--- config.mk ---
export PLATFORM = sky130hd
export DESIGN_NAME = led_frame_ctrl
export DESIGN_NICKNAME = d
export VERILOG_FILES = /design/src/rtl/led_ctrl_pkg.sv /design/src/rtl/led_fade.sv /design/src/rtl/led_frame_ctrl.sv
export SDC_FILE = /design/constraint.sdc
export NUM_CORES = 1
export LEC_CHECK = 0
export BUFFER_PORTS_ARGS = -buffer_cell sky130_fd_sc_hd__buf_2
export CORE_AREA = 2 2 87 89
export DETAILED_ROUTE_END_ITERATION = 6
export DIE_AREA = 0 0 89 91
export PLACE_DENSITY = 0.92
export REMOVE_ABC_BUFFERS = 1
export SLEW_MARGIN = 5
export SYNTH_ARGS = -nofsm -noshare
export SYNTH_HDL_FRONTEND = slang
export SYNTH_HIERARCHICAL = 1
export SYNTH_SLANG_ARGS = --single-unit
--- constraint.sdc ---
create_clock -name clk12MHz -period 5.2 [get_ports clk12MHz]
set_input_delay 1.04 -clock clk12MHz [delete_from_list [all_inputs] [get_ports clk12MHz]]
set_output_delay 1.04 -clock clk12MHz [all_outputs]
set_load 0.02 [all_outputs]
--- src/rtl/led_ctrl_pkg.sv ---
// Shared register map, STATUS layout and FSM state types for the LED frame controller.
package led_ctrl_pkg;

  localparam logic [2:0] ADDR_ROW0   = 3'd0;
  localparam logic [2:0] ADDR_ROW1   = 3'd1;
  localparam logic [2:0] ADDR_ROW2   = 3'd2;
  localparam logic [2:0] ADDR_ROW3   = 3'd3;
  localparam logic [2:0] ADDR_CTRL   = 3'd4;
  localparam logic [2:0] ADDR_BRIGHT = 3'd5;
  localparam logic [2:0] ADDR_STATUS = 3'd6;

  localparam int STAT_SWAP_BIT = 0;
  localparam int STAT_FADE_BIT = 1;
  localparam int STAT_PWM_LSB  = 2;

  typedef enum logic {SWAP_IDLE, SWAP_PENDING} swap_state_t;
  typedef enum logic {FADE_STEADY, FADE_FADING} fade_state_t;

endpackage

--- src/rtl/led_fade.sv ---
// Frame-paced brightness fade: steps leds_pwm by one toward target every FADE_FRAMES frame ticks.
module led_fade
  import led_ctrl_pkg::*;
#(
  parameter int FADE_FRAMES = 4
) (
  input  logic       clk12MHz,
  input  logic       reset,
  input  logic       frame_tick,
  input  logic [2:0] target,
  output logic [2:0] leds_pwm,
  output logic       fading
);

  localparam int               DIV_W    = (FADE_FRAMES > 1) ? $clog2(FADE_FRAMES) : 1;
  localparam logic [DIV_W-1:0] DIV_LAST = DIV_W'(FADE_FRAMES - 1);

  fade_state_t      state, state_nxt;
  logic [DIV_W-1:0] div, div_nxt;
  logic [2:0]       pwm, pwm_nxt;

  always_ff @(posedge clk12MHz or posedge reset) begin
    if (reset) begin
      state <= FADE_STEADY;
      div   <= '0;
      pwm   <= '0;
    end else begin
      state <= state_nxt;
      div   <= div_nxt;
      pwm   <= pwm_nxt;
    end
  end

  // Divider parks at 0 while steady; a mid-fade target change keeps the divider phase.
  always_comb begin
    state_nxt = state;
    div_nxt   = div;
    pwm_nxt   = pwm;
    case (state)
      FADE_STEADY: begin
        div_nxt = '0;
        if (pwm != target) state_nxt = FADE_FADING;
      end
      FADE_FADING: begin
        if (pwm == target) begin
          state_nxt = FADE_STEADY;
          div_nxt   = '0;
        end else if (frame_tick) begin
          if (div == DIV_LAST) begin
            div_nxt = '0;
            pwm_nxt = (target > pwm) ? pwm + 3'd1 : pwm - 3'd1;
          end else begin
            div_nxt = div + 1'b1;
          end
        end
      end
    endcase
  end

  assign leds_pwm = pwm;
  assign fading   = (pwm != target);

endmodule

--- src/rtl/led_frame_ctrl.sv ---
// Bus-facing LED matrix controller: double-buffered rows committed on frame boundaries,
// frame counter, swap FSM and brightness fade.
module led_frame_ctrl
  import led_ctrl_pkg::*;
#(
  parameter int FRAME_CYCLES = 8192,
  parameter int FADE_FRAMES  = 4
) (
  input  logic       clk12MHz,
  input  logic       reset,
  input  logic       bus_valid,
  input  logic       bus_we,
  input  logic [2:0] bus_addr,
  input  logic [7:0] bus_wdata,
  output logic       bus_ready,
  output logic       bus_rvalid,
  output logic [7:0] bus_rdata,
  output logic [7:0] leds1,
  output logic [7:0] leds2,
  output logic [7:0] leds3,
  output logic [7:0] leds4,
  output logic [2:0] leds_pwm,
  output logic       frame_tick
);

  localparam int              FC_W    = (FRAME_CYCLES > 1) ? $clog2(FRAME_CYCLES) : 1;
  localparam logic [FC_W-1:0] FC_LAST = FC_W'(FRAME_CYCLES - 1);

  logic [FC_W-1:0] frame_cnt;
  swap_state_t     swap_state, swap_nxt;
  logic [7:0]      back_rows  [4];
  logic [7:0]      front_rows [4];
  logic [2:0]      target;
  logic            fading, pending, commit;
  logic            row_addr, wr_acc, rd_acc, ctrl_swap;
  logic [7:0]      rd_mux, status_word;
  logic [7:0]      rdata_p1;
  logic            vld_p1;

  assign frame_tick = (frame_cnt == FC_LAST);
  assign pending    = (swap_state == SWAP_PENDING);
  assign row_addr   = ~bus_addr[2];
  // Row writes stall while a commit is outstanding so the committed frame cannot tear.
  assign bus_ready  = ~(bus_valid & bus_we & row_addr & pending);
  assign wr_acc     = bus_valid & bus_ready & bus_we;
  assign rd_acc     = bus_valid & ~bus_we;
  assign ctrl_swap  = wr_acc & (bus_addr == ADDR_CTRL) & bus_wdata[0];

  always_ff @(posedge clk12MHz or posedge reset) begin
    if (reset) frame_cnt <= '0;
    else if (frame_tick) frame_cnt <= '0;
    else frame_cnt <= frame_cnt + 1'b1;
  end

  always_ff @(posedge clk12MHz or posedge reset) begin
    if (reset) swap_state <= SWAP_IDLE;
    else swap_state <= swap_nxt;
  end

  always_comb begin
    swap_nxt = swap_state;
    commit   = 1'b0;
    case (swap_state)
      SWAP_IDLE:    if (ctrl_swap) swap_nxt = SWAP_PENDING;
      SWAP_PENDING: if (frame_tick) begin
        swap_nxt = SWAP_IDLE;
        commit   = 1'b1;
      end
    endcase
  end

  always_ff @(posedge clk12MHz or posedge reset) begin
    if (reset) begin
      for (int i = 0; i < 4; i++) begin
        back_rows[i]  <= '0;
        front_rows[i] <= '0;
      end
      target <= '0;
    end else begin
      if (commit) front_rows <= back_rows;
      if (wr_acc && row_addr) back_rows[bus_addr[1:0]] <= bus_wdata;
      if (wr_acc && (bus_addr == ADDR_BRIGHT)) target <= bus_wdata[2:0];
    end
  end

  always_comb begin
    status_word = '0;
    status_word[STAT_SWAP_BIT]     = pending;
    status_word[STAT_FADE_BIT]     = fading;
    status_word[STAT_PWM_LSB +: 3] = leds_pwm;
    rd_mux = '0;
    case (bus_addr)
      ADDR_ROW0, ADDR_ROW1, ADDR_ROW2, ADDR_ROW3: rd_mux = back_rows[bus_addr[1:0]];
      ADDR_BRIGHT: rd_mux = {5'b0, target};
      ADDR_STATUS: rd_mux = status_word;
      default:     rd_mux = '0;
    endcase
  end

  // Read response stage: data is forced to zero whenever it is not qualified.
  always_ff @(posedge clk12MHz or posedge reset) begin
    if (reset) begin
      vld_p1   <= 1'b0;
      rdata_p1 <= '0;
    end else begin
      vld_p1   <= rd_acc;
      rdata_p1 <= rd_acc ? rd_mux : '0;
    end
  end

  assign bus_rvalid = vld_p1;
  assign bus_rdata  = rdata_p1;
  assign leds1 = front_rows[0];
  assign leds2 = front_rows[1];
  assign leds3 = front_rows[2];
  assign leds4 = front_rows[3];

  led_fade #(.FADE_FRAMES(FADE_FRAMES)) u_fade (
    .clk12MHz  (clk12MHz),
    .reset     (reset),
    .frame_tick(frame_tick),
    .target    (target),
    .leds_pwm  (leds_pwm),
    .fading    (fading)
  );

endmodule

== Yosys cells after proc, flatten, opt, wreduce, memory -nomap -nowiden ==
Cells that the tools add are included.
Word-level totals
  register bits after elaboration: 96
  latch bits: 0
  memory bits (writable): 0
  memory bits (read-only): 0
  input port bits: 15
  output and inout port bits: 46
  word-level logic and storage cells: 77
  memories kept: 0
Operators by class
  $add $sub $neg: 4
  $mul: 0
  div/mod/pow operators: 0
  $lt $le $gt $ge: 3
  eq/ne operators: 11
  shift operators: 0
  muxes and demuxes: 22
  bitwise operators: 15
  reduce and logical (&&, ||, !) cells: 6
Operators by type and width (number)
  $bwmux 32: 1
  $mux 8: 4
  $pmux 8 s3: 1
  $bmux 8 s2: 1
  $demux 8 s2: 1
  $add 13x1->13 const B: 1
  $eq 13x13->1 const B: 1
  $mux 13: 1
  $eq 3x3->1 const B: 3
  $and 1x1->1: 8
  $eq 3x2->1 const B: 2
  $mux 1: 6
  $mux 2: 3
  $not 1->1: 6
  $pmux 1 s2: 2
  $pmux 2 s2: 1
  $reduce_and 4->1: 1
  $reduce_or 4->1: 1
  $add 3x1->3 const B: 1
  $eq 3x1->1 const B: 1
  $eq 3x3->1: 1
  $ge 3x3->1 const B: 1
  $gt 3x3->1: 1
  $logic_and 1x1->1: 3
  9 further kinds: 9

== Depth between registers and ports, before layout ==
  depth after elaboration: 10
  mapped depth: 10
  mapped depth without buffers: 10

== Modules after synthesis ==
Netlist, hierarchy kept.
Modules (own cells, without submodules)
  led_frame_ctrl: times used 1, cells an instance 258, area each 3787.4 um2, seq. area each 2252.2 um2
  led_fade: times used 1, cells an instance 34, area each 375.4 um2, seq. area each 150.1 um2

== Least setup slack after synthesis ==
OpenSTA, ideal clock, no wires.
  kind: register to output
  from: reg frame_cnt[3]
  to: out frame_tick
  data arrival time: 1.958 ns
  required time: 4.160 ns
  path slack: 2.202 ns
  stages on the path, launching flop included: 4
  path buffers: 1
  cell sequence: dfrtp_1 -> nand4_2 -> buf_2 -> nor4_1
Between the ends
  cells in the longest elaborated chain, start to end: 1
RTL lines
  start, declared: RTL line led_frame_ctrl.sv:29  | logic [FC_W-1:0] frame_cnt;
  start signal, assigned: RTL line led_frame_ctrl.sv:52  | else frame_cnt <= frame_cnt + 1'b1;
  $eq 13x13->1: RTL line led_frame_ctrl.sv:40  | assign frame_tick = (frame_cnt == FC_LAST);
  end, declared: RTL line led_frame_ctrl.sv:23  | output logic frame_tick
No other way between the ends.

== Worst setup path after layout ==
Ends and elaborated chain as after synthesis.

==> out/qor.yml <==
status: "finished, final reports clean"
synthTopCellsByArea: "dfrtp_1 58%, mux2_2 19%, mux4_2 3.2%, ha_1 1.5%, nand2_1 1.2%"
cp_slowest_cell: "nor4_1"
fin_setup_tns_ns: 0
worstSetupPathType: "reg -> out"
cts_setup_buffers: 0
stdcell_count: 459
grt_setup_unrepaired: "no"
postRouteAntennaNets: 0
yosysMostFrequentCell: "dfrtp_1"
setup.worst_path.end_class: "output pin"
async_reset_ff_frac: 1.00
clock_latency_ns: 0.36
synth.avg_cell_area_sq_um: 14.3
timing.rr.start: "frame_cnt[3]"
syn_to_final_growth_pct: 13.4
cp_cell_sequence: "nand4_2 -> nor4_1 -> buf_2"
period_minus_slack_ns: 3.47
die_area_sq_um: 8100
grt_pass1_wl_mm: 13.7
nets: 376
hpwl_mm: 5.74
synth_cells: 292
start_util: 0.583
r2r_cells: 4
cellPowerDensity_nw_per_um2: 320
die_w_um: 89
crit_arrival_ns: 2.43
drv_slew: 0
synth_area_sq_um: 4160
drc: 0
synth.distinct_cells: 42
cts_tree: "done"
yosysTopAreaCell: "dfrtp_1"
slowest_delay_ns: 0.96
ys.flop_type: "dfrtp_1"
clkTransAtPathRegs_ns: 0.09
r2r_slack_ns: 2.78
path_max_fanout: 11
ys_ff_latch: 96
irDropWorstVdd_mv: 0.165
synth_warnings: 6
root_buffer: "clkbuf_8"
synth_top_area_share: 0.577
core_area_sq_um: 7140
drive_gt1_frac: 0.447
gp_congestion: 0.801
start_kind: "flip-flop"
cts_resized: 0
hold_viol: 0
min_to: "frame_cnt[0]"
via_count: 2602
nFillCells: 543
place_inst: 443
clockBufferDepth: 2
htreeDepth: 3
cts_hold_buf: 0
total_leakage_power_nw: 2.33
viasPerCell: 5.67
hold_path.class: "reg -> reg"
hold_start: "frame_cnt[0]"
max_freq_mhz: 288
cts_buffers: 9
grt_usage: 0.225
worstMarginPinSlew_ns: 1.00
wl_per_cell_um: 18.1
antenna_found_initial: 0
finalSetupViolCount: 0
die_h_um: 91
skew_ns: 0.0143
synth-edff-count: 0
cts_sinks: 96
grt_pass1_vias: 2639
grt_max_degree: 53
drtPass1Iterations: 4
synth_common_cells: "96 x dfrtp_1, 70 x mux2_2, 13 x nand2_1, 11 x nor2_1, 9 x inv_1"
min_delay_path_depth: 1
routed_wl_mm: 8.32
num_rows: 31
critPathRequiredTime_ns: 4.16
ys_seq_area_frac: 0.577
worst_r2r_endpoint: "u_fade/leds_pwm[1]"
slew_headroom: 0.327
period_share: 0.667
numPortBuffers: 60
grt_overflow_total: 0
ios: 61
maxCapViolCount: 0
drtIter0Drc: 187
antenna_cells: 0
area by class of cell:
type                    instances  area, sq um  area share
clock buffers                  10          128      0.0270
clock inverters                 6         53.8      0.0114
inverters                       9         35.0     0.00742
multi-input cells             177         1660       0.352
flip-flops and latches         96         2400       0.509
well taps                      99          124      0.0262
repair buffers                 62          315      0.0668
cell families (layout without fill, tap and decap cells):
logic type | count (synthesis) | count (layout) | share of synthesized area
AOI/OAI and AO/OA | 21 | 21 | 0.0328
muxes | 81 | 81 | 0.234
adders and majority gates | 6 | 6 | 0.0198
DFF | 96 | 96 | 0.577
xor gates and xnor gates | 9 | 9 | 0.0189
and+or+nand+nor | 60 | 60 | 0.0935
buffers and inverters | 19 | 87 | 0.0234
state kept, by name, indices dropped and copies added, names as in the netlist:
register,cells
leds2,8
leds3,8
u_fade/state,1
bus_rvalid,1
leds4,8
back_rows,32
pending,1
leds1,8
bus_rdata,8
u_fade/div,2
u_fade/leds_pwm,3
frame_cnt,13
target,3
per-stage QoR:
stage	total power, mW	hold slack (ns)	util	cell area (sq um)	setup WS (ns)
after global placement	1.06	0.444	0.636	4540	2.27
after floorplan	1.01	0.433	-	4100	1.82
after global routing	1.58	0.505	0.661	4720	1.60
final	1.51	0.475	0.661	4720	1.73
after detailed placement	1.08	0.465	0.636	4540	2.12
after CTS	1.52	0.478	0.661	4720	1.72
power by group:
group	switching, mW	internal, mW
Combinational	0.0834	0.101
Clock	0.265	0.181
Sequential	0.0592	0.820
Total	0.407	1.10
worst max-delay path by stage:
stage            startpoint           end  depth (start not counted)
3_3_place_gp   frame_cnt[3]    frame_tick                          3
2_1_floorplan         reset  back_rows[0]                          1
6_report       frame_cnt[3]    frame_tick                          3
4_1_cts        frame_cnt[3]    frame_tick                          3
3_5_place_dp   frame_cnt[3]    frame_tick                          3
5_1_grt        frame_cnt[3]    frame_tick                          3
critical path: cells and delay by family (launching register included):
kind / cells / cell delay [ns]
AND/OR/NAND/NOR: 2 / 1.32
buffers and inverters: 1 / 0.31
flip-flops: 1 / 0.45
metal layers:
metal | share of wire | track usage
met5 | 0 | 0
met3 | 0.039 | 0.0445
met2 | 0.51 | 0.356
met1 | 0.43 | 0.306
met4 | 0.019 | 0.0883
cell usage in the layout, fill, tap and decap left out, types with 3 or more instances in the layout:
cell type / Yosys / layout
a211oi_1: 3 / 3
a21oi_1: 7 / 7
a22oi_1: 5 / 5
buf_2: 3 / 60
clkbuf_8: 0 / 9
clkinvlp_4: 0 / 3
dfrtp_1: 96 / 96
ha_1: 5 / 5
inv_1: 9 / 8
mux2_2: 70 / 70
mux2i_1: 3 / 3
mux4_2: 6 / 6
nand2_1: 13 / 13
nand3_1: 5 / 5
nand4_1: 3 / 3
nor2_1: 11 / 11
nor2b_1: 4 / 4
nor3b_1: 3 / 3
xnor2_1: 5 / 5
xor2_1: 4 / 4
Power figures use the tool's default switching activity.
